$ cat config.mk
export PLATFORM = sky130hd
export DESIGN_NAME = udma_filter_stream_framer
export DESIGN_NICKNAME = d
export VERILOG_FILES = /design/src/rtl/udma_filter_stream_framer.sv
export SDC_FILE = /design/constraint.sdc
export NUM_CORES = 1
export LEC_CHECK = 0
export CAP_MARGIN = 25
export CORE_ASPECT_RATIO = 0.7
export CORE_UTILIZATION = 55
export CTS_CLUSTER_DIAMETER = 150
export DETAILED_ROUTE_END_ITERATION = 8
export MAX_ROUTING_LAYER = met4
export PLACE_DENSITY_LB_ADDON = 0.3
export SLEW_MARGIN = 10
export SYNTH_ARGS = -nofsm -noshare
export SYNTH_HDL_FRONTEND = slang
export SYNTH_HIERARCHICAL = 1
export SYNTH_SLANG_ARGS = --single-unit
export TNS_END_PERCENT = 1
$ cat constraint.sdc
create_clock -name clk_i -period 4 [get_ports clk_i]
set_input_delay 0.4 -clock clk_i [delete_from_list [all_inputs] [get_ports clk_i]]
set_output_delay 0.4 -clock clk_i [all_outputs]
set_load 0.01 [all_outputs]
$ cat src/rtl/udma_filter_stream_framer.sv
// udma_filter_stream_framer: normalises raw samples, tags sof/eof per frame and buffers them for the uDMA filter stream input.
// Latency: a sample accepted at edge k is on filter_* in cycle k+1 when the FIFO was empty; one sample per cycle sustained.
// Backpressure: in_ready_o is low when the FIFO is full or outside RUN. UDMA_FILTER_FRAMER_SIGNEXT_EN enables sign extension.

module udma_filter_stream_framer_fifo #(
    parameter int WIDTH = 8,
    parameter int DEPTH = 4
) (
    input  logic             clk_i,
    input  logic             rst_i,
    input  logic             clr_i,
    input  logic             push_i,
    input  logic [WIDTH-1:0] push_dat_i,
    input  logic             pop_i,
    output logic [WIDTH-1:0] head_dat_o,
    output logic             empty_o,
    output logic             full_o
);
    localparam int PW = $clog2(DEPTH);

    logic [WIDTH-1:0] mem_q [DEPTH];
    logic [PW-1:0]    wr_q;
    logic [PW-1:0]    rd_q;
    logic [PW:0]      cnt_q;

    // Caller never pushes when full nor pops when empty.
    always_ff @(posedge clk_i) begin
        if (push_i && !clr_i) begin
            mem_q[wr_q] <= push_dat_i;
        end
    end

    always_ff @(posedge clk_i or posedge rst_i) begin
        if (rst_i) begin
            wr_q  <= '0;
            rd_q  <= '0;
            cnt_q <= '0;
        end else if (clr_i) begin
            wr_q  <= '0;
            rd_q  <= '0;
            cnt_q <= '0;
        end else begin
            if (push_i) wr_q <= wr_q + PW'(1);
            if (pop_i)  rd_q <= rd_q + PW'(1);
            if (push_i && !pop_i) begin
                cnt_q <= cnt_q + (PW+1)'(1);
            end else if (!push_i && pop_i) begin
                cnt_q <= cnt_q - (PW+1)'(1);
            end
        end
    end

    assign head_dat_o = mem_q[rd_q];
    assign empty_o    = (cnt_q == '0);
    assign full_o     = (cnt_q == (PW+1)'(DEPTH));
endmodule

module udma_filter_stream_framer #(
    parameter int DATA_WIDTH   = 32,
    parameter int FILTID_WIDTH = 8,
    parameter int TRANS_SIZE   = 16,
    parameter int FIFO_DEPTH   = 4
) (
    input  logic                    clk_i,
    input  logic                    rst_i,
    input  logic                    cfg_en_i,
    input  logic                    cfg_clr_i,
    input  logic [TRANS_SIZE-1:0]   cfg_frame_len_i,
    input  logic [FILTID_WIDTH-1:0] cfg_filter_id_i,
    input  logic [1:0]              cfg_datasize_i,
    input  logic                    cfg_signed_i,
    input  logic [DATA_WIDTH-1:0]   in_data_i,
    input  logic                    in_valid_i,
    output logic                    in_ready_o,
    output logic [FILTID_WIDTH-1:0] filter_id_o,
    output logic [DATA_WIDTH-1:0]   filter_data_o,
    output logic [1:0]              filter_datasize_o,
    output logic                    filter_valid_o,
    output logic                    filter_sof_o,
    output logic                    filter_eof_o,
    input  logic                    filter_ready_i,
    output logic                    busy_o,
    output logic                    frame_done_o,
    output logic [TRANS_SIZE-1:0]   frame_cnt_o
);
    localparam int EW = FILTID_WIDTH + 4 + DATA_WIDTH;

    localparam logic [1:0] ST_IDLE  = 2'd0;
    localparam logic [1:0] ST_RUN   = 2'd1;
    localparam logic [1:0] ST_DRAIN = 2'd2;

    logic [1:0]              state_q, state_d;
    logic [TRANS_SIZE-1:0]   len_q, len_d;
    logic [FILTID_WIDTH-1:0] id_q, id_d;
    logic [1:0]              ds_q, ds_d;
    logic [TRANS_SIZE-1:0]   idx_q, idx_d;
    logic [TRANS_SIZE-1:0]   cnt_q, cnt_d;
    logic                    done_q, done_d;
    logic                    sx;

`ifdef UDMA_FILTER_FRAMER_SIGNEXT_EN
    logic signed_q, signed_d;
    assign sx = signed_q;
`else
    logic unused_cfg_signed;
    assign unused_cfg_signed = cfg_signed_i;
    assign sx = 1'b0;
`endif

    logic                  fifo_empty, fifo_full, push, pop, sof, eof;
    logic [DATA_WIDTH-1:0] norm;
    logic [EW-1:0]         head_dat;

    assign in_ready_o = (state_q == ST_RUN) && !fifo_full && !cfg_clr_i;
    assign push       = in_valid_i && in_ready_o;
    assign pop        = !fifo_empty && filter_ready_i;
    assign sof        = (idx_q == '0);
    assign eof        = (idx_q == len_q);

    always_comb begin
        norm = in_data_i;
        case (ds_q)
            2'd0: begin
                norm      = {DATA_WIDTH{sx & in_data_i[7]}};
                norm[7:0] = in_data_i[7:0];
            end
            2'd1: begin
                norm       = {DATA_WIDTH{sx & in_data_i[15]}};
                norm[15:0] = in_data_i[15:0];
            end
            default: norm = in_data_i;
        endcase
    end

    udma_filter_stream_framer_fifo #(.WIDTH(EW), .DEPTH(FIFO_DEPTH)) u_fifo (
        .clk_i      (clk_i),
        .rst_i      (rst_i),
        .clr_i      (cfg_clr_i),
        .push_i     (push),
        .push_dat_i ({id_q, ds_q, sof, eof, norm}),
        .pop_i      (pop),
        .head_dat_o (head_dat),
        .empty_o    (fifo_empty),
        .full_o     (fifo_full)
    );

    always_comb begin
        state_d = state_q;
        len_d   = len_q;
        id_d    = id_q;
        ds_d    = ds_q;
        idx_d   = idx_q;
        cnt_d   = cnt_q;
        done_d  = pop && head_dat[DATA_WIDTH];
`ifdef UDMA_FILTER_FRAMER_SIGNEXT_EN
        signed_d = signed_q;
`endif
        if (done_d) cnt_d = cnt_q + TRANS_SIZE'(1);
        if (push)   idx_d = eof ? '0 : idx_q + TRANS_SIZE'(1);
        case (state_q)
            ST_IDLE: begin
                if (cfg_en_i) begin
                    state_d = ST_RUN;
                    len_d   = cfg_frame_len_i;
                    id_d    = cfg_filter_id_i;
                    ds_d    = cfg_datasize_i;
                    idx_d   = '0;
                    cnt_d   = '0;
`ifdef UDMA_FILTER_FRAMER_SIGNEXT_EN
                    signed_d = cfg_signed_i;
`endif
                end
            end
            // Stop only on a frame boundary so no partial frame leaves the block.
            ST_RUN:   if (!cfg_en_i && idx_d == '0) state_d = ST_DRAIN;
            ST_DRAIN: if (fifo_empty) state_d = ST_IDLE;
            default:  state_d = ST_IDLE;
        endcase
        if (cfg_clr_i) begin
            state_d = ST_IDLE;
            idx_d   = '0;
            cnt_d   = '0;
            done_d  = 1'b0;
        end
    end

    always_ff @(posedge clk_i or posedge rst_i) begin
        if (rst_i) begin
            state_q <= ST_IDLE;
            len_q   <= '0;
            id_q    <= '0;
            ds_q    <= '0;
            idx_q   <= '0;
            cnt_q   <= '0;
            done_q  <= 1'b0;
`ifdef UDMA_FILTER_FRAMER_SIGNEXT_EN
            signed_q <= 1'b0;
`endif
        end else begin
            state_q <= state_d;
            len_q   <= len_d;
            id_q    <= id_d;
            ds_q    <= ds_d;
            idx_q   <= idx_d;
            cnt_q   <= cnt_d;
            done_q  <= done_d;
`ifdef UDMA_FILTER_FRAMER_SIGNEXT_EN
            signed_q <= signed_d;
`endif
        end
    end

    assign filter_valid_o    = !fifo_empty;
    assign filter_data_o     = filter_valid_o ? head_dat[DATA_WIDTH-1:0] : '0;
    assign filter_eof_o      = filter_valid_o && head_dat[DATA_WIDTH];
    assign filter_sof_o      = filter_valid_o && head_dat[DATA_WIDTH+1];
    assign filter_datasize_o = filter_valid_o ? head_dat[DATA_WIDTH+3:DATA_WIDTH+2] : 2'b00;
    assign filter_id_o       = filter_valid_o ? head_dat[EW-1:DATA_WIDTH+4] : '0;
    assign busy_o            = (state_q != ST_IDLE);
    assign frame_done_o      = done_q;
    assign frame_cnt_o       = cnt_q;
endmodule

==> results.json <==
{
  "status": "finished clean",
  "synth_compound_area_frac": 0.0167,
  "synth.area.mux_share": 0.126,
  "grt_pass1_vias": 6389,
  "maxCapViolCount": 0,
  "synth_flop_cell": "edfxtp_1",
  "synthSimpleGateAreaFrac": 0.117,
  "wirelength_um": 21600,
  "wl_per_cell_um": 20.7,
  "fin_setup_tns_ps": 0,
  "cts_root_buf": "clkbuf_16",
  "intPower_mw": 5.15,
  "syn_inst": 666,
  "switching_share": 0.264,
  "grt_start_max_net_pins": 45,
  "pwr-share-clk": 0.316,
  "synth_top_family_by_area": "multiplexers",
  "power_density_nw_per_um2": 547,
  "setup_viol": 0,
  "crit_path_max_incr_delay_ps": 910,
  "drv_slew": 0,
  "path_cells": "buf_4 > mux4_2 > nor2b_1 > clkdlybuf4s50_1",
  "dieArea_um2": 19700,
  "use_met3": 0.0427,
  "cts_max_path_buffers": 3,
  "clk_pin_slew_ps": 70,
  "period_minus_slack_ps": 3270,
  "clock.fmax_mhz": 306,
  "ys_seq_elements": 244,
  "p_switching_mw": 1.84,
  "drive_gt1_frac": 0.154,
  "crit_path_max_fanout": 31,
  "first_iter_violations": 477,
  "synth_fp_nets": 739,
  "synth_edf_count": 176,
  "dp_hpwl_um": 13300,
  "cts_resized": 0,
  "relSlewSlack": 0.408,
  "insertion_delay_ps": 520,
  "period_share": 0.817,
  "drc_errors": 0,
  "n_antenna_cell": 0,
  "clock_sinks": 244,
  "combPwrFrac": 0.253,
  "vias": 6049,
  "finalHoldViolations": 0,
  "arrival_ps": 2870,
  "grt_overflow": 0,
  "tightest_slew_ps": 887,
  "setup_ws_ps": 730,
  "grt_util_met2": 0.373,
  "antenna_left": 0,
  "gr-usage-met1": 0.311,
  "finClkSkew_ps": 22.1,
  "pwr-share-seq": 0.431,
  "fill_cells": 1215,
  "synthesis.area_um2": 10500,
  "pre_cts_ws_ps": 754,
  "fin_nets": 866,
  "cp_slowest_cell": "dfrtp_2",
  "dieWidth_um": 167,
  "leakage_nw": 4.44,
  "required_ps": 3600,
  "ios": 129,
  "cts_made_buffers": 23,
  "async_flop_share": 0.279,
  "syn_to_final_growth_pct": 21.6,
  "cts_tree": "built",
  "drtPass1Iterations": 5,
  "core_area_um2": 18400,
  "busiest_layer": "met2",
  "place_congestion": 0.900,
  "synth_xor_area_frac": 0.0392,
  "crit_path_end_kind": "output pin",
  "cp-start-kind": "flop",
  "ys_seq_area_frac": 0.665,
  "design_area_um2": 12800,
  "initial_core_util": 0.572,
  "cts_setup_buffers": 0,
  "rsz0062_at_grt": "no",
  "antenna_found_initial": 0,
  "hold_path.class": "input port to asynchronous set/reset pin",
  "viasPerCell": 5.78,
  "grtUsageTotal": 0.233,
  "dpl_cell_area_um2": 12000,
  "ys_warn_count": 6,
  "floorplan.rows": 41,
  "holdBufCountCts": 0,
  "synth_area_per_cell_um2": 15.8,
  "synth.distinct_cells": 49,
  "ctsHtreeMaxLevel": 1,
  "die_height_um": 118,
  "crit_type": "flop to output pin",
  "synthAdderAreaFrac": 0.0102,
  "vdd_ir_drop_max_v": 0.000352,
  "io_buffers": 127,
  "grt_pass1_wl_um": 34100
}
==> Yosys cell counts, types with 2 or more instances <==
cell | number | area share
edfxtp_1 | 176 | 0.50
dfrtp_1 | 68 | 0.16
nor2b_1 | 58 | 0.035
nor2_1 | 44 | 0.016
mux4_2 | 38 | 0.081
xnor2_1 | 28 | 0.023
mux2_2 | 26 | 0.028
clkbuf_1 | 24 | 0.0086
nand2_1 | 21 | 0.0075
and2_1 | 20 | 0.012
xor2_1 | 19 | 0.016
and3_1 | 13 | 0.0077
inv_1 | 13 | 0.0046
nand3_1 | 12 | 0.0057
nand4_1 | 10 | 0.0060
a21oi_1 | 8 | 0.0038
nor3_1 | 8 | 0.0038
ha_1 | 7 | 0.0083
nor4_1 | 7 | 0.0042
buf_2 | 6 | 0.0029
mux4_1 | 6 | 0.015
and4_1 | 5 | 0.0042
o21ai_0 | 5 | 0.0024
buf_12 | 4 | 0.0076
nor3b_1 | 4 | 0.0029
and3b_1 | 3 | 0.0025
o31ai_1 | 3 | 0.0021
or2_2 | 3 | 0.0018
a211oi_1 | 2 | 0.0014
a31oi_1 | 2 | 0.0012
buf_6 | 2 | 0.0021
mux2i_1 | 2 | 0.0019
nand3b_1 | 2 | 0.0014
or4_4 | 2 | 0.0021
==> stage by stage <==
stage / std cells / total power, mW / hold slack, ps / util
after detailed placement: 1004 / 4.84 / 498 / 0.655
after CTS: 1046 / 7.07 / 185 / 0.696
after global routing: 1046 / 7.28 / 212 / 0.696
after global placement: 1004 / 4.81 / 477 / 0.655
after floorplan: 666 / 4.03 / 203 / -
final: 1046 / 6.99 / 197 / 0.696
==> power groups by stage <==
stage                     combinational, mW  clock, mW  sequential, mW
after global placement                 1.75          0            3.06
after floorplan                        1.06          0            2.96
after detailed placement               1.77          0            3.07
after global routing                   1.89       2.35            3.03
after CTS                              1.79       2.25            3.02
final                                  1.77       2.21            3.01
==> worst paths after layout <==
path,from,endpoint,slack (ps),cells after the start
setup / recovery,u_fifo/rd_q[1],filter_data_o[27],730,4
hold / removal,rst_i,u_fifo/cnt_q[0],200,2
setup reg to reg,u_fifo/cnt_q[0],u_fifo/mem_q[1][39],840,9
hold reg to reg,id_q[0],u_fifo/mem_q[2][36],510,0
max in group asynchronous,rst_i,id_q[1],2690,3
min in group clk_i,cfg_frame_len_i[3],len_q[3],510,2
==> cell type report <==
| cell class | count | area [µm²] | share of cell area |
|---|---|---|---|
| Timing Repair Buffer | 139 | 1420 | 0.111 |
| Clock inverter | 12 | 161 | 0.0126 |
| Clock buffer | 30 | 602 | 0.0471 |
| Sequential cell | 244 | 6990 | 0.547 |
| Multi-Input combinational cell | 372 | 3260 | 0.255 |
| Tap cell | 236 | 295 | 0.0231 |
| Inverter | 13 | 48.8 | 0.00382 |
==> cell usage in the layout, fill, tap and decap left out, types with 10 or more instances in the layout <==
cell,netlist,final
xor2_1,19,19
inv_1,13,12
and2_1,20,16
nor2_1,44,43
nand2_1,21,21
nor2b_1,58,58
clkbuf_16,0,23
nand3_1,12,12
dfrtp_1,68,66
and3_1,13,13
xnor2_1,28,28
mux2_2,26,26
edfxtp_1,176,176
clkdlybuf4s50_1,0,127
mux4_2,38,38
nand4_1,10,10
==> sequential cells by signal (all words and copies together), names as in the netlist <==
name          count
state_q           2
frame_done_o      1
u_fifo/rd_q       2
u_fifo/mem_q    176
id_q              8
len_q            16
idx_q            16
u_fifo/cnt_q      3
u_fifo/wr_q       2
frame_cnt_o      16
ds_q              2
==> critical path: cells and delay by family (launching register included) <==
family	cells	cell delay, ps
flip-flops	1	910
AND/OR/NAND/NOR	1	230
buffers and inverters	2	970
multiplexers	1	230
==> kinds of logic (layout without fill, tap and decap cells) <==
| family | after synthesis | in the layout |
|---|---|---|
| and+or+nand+nor | 218 | 218 |
| AOI/OAI and AO/OA | 27 | 27 |
| buffers and inverters | 50 | 194 |
| xor gates and xnor gates | 47 | 47 |
| muxes | 72 | 72 |
| adders and majority gates | 8 | 8 |
| DFF | 244 | 244 |
==> layer usage <==
| layer | vias to the layer above | routed length, µm | part of all wire |
|---|---|---|---|
| met4 | 0 | 378 | 0.017 |
| met1 | 3085 | 9600 | 0.44 |
| met3 | 32 | 1250 | 0.058 |
| met2 | 199 | 10400 | 0.48 |
| li1 | 2733 | - | - |
| met5 | - | 0 | 0 |
Note: power is estimated with default switching activity, not from simulation.
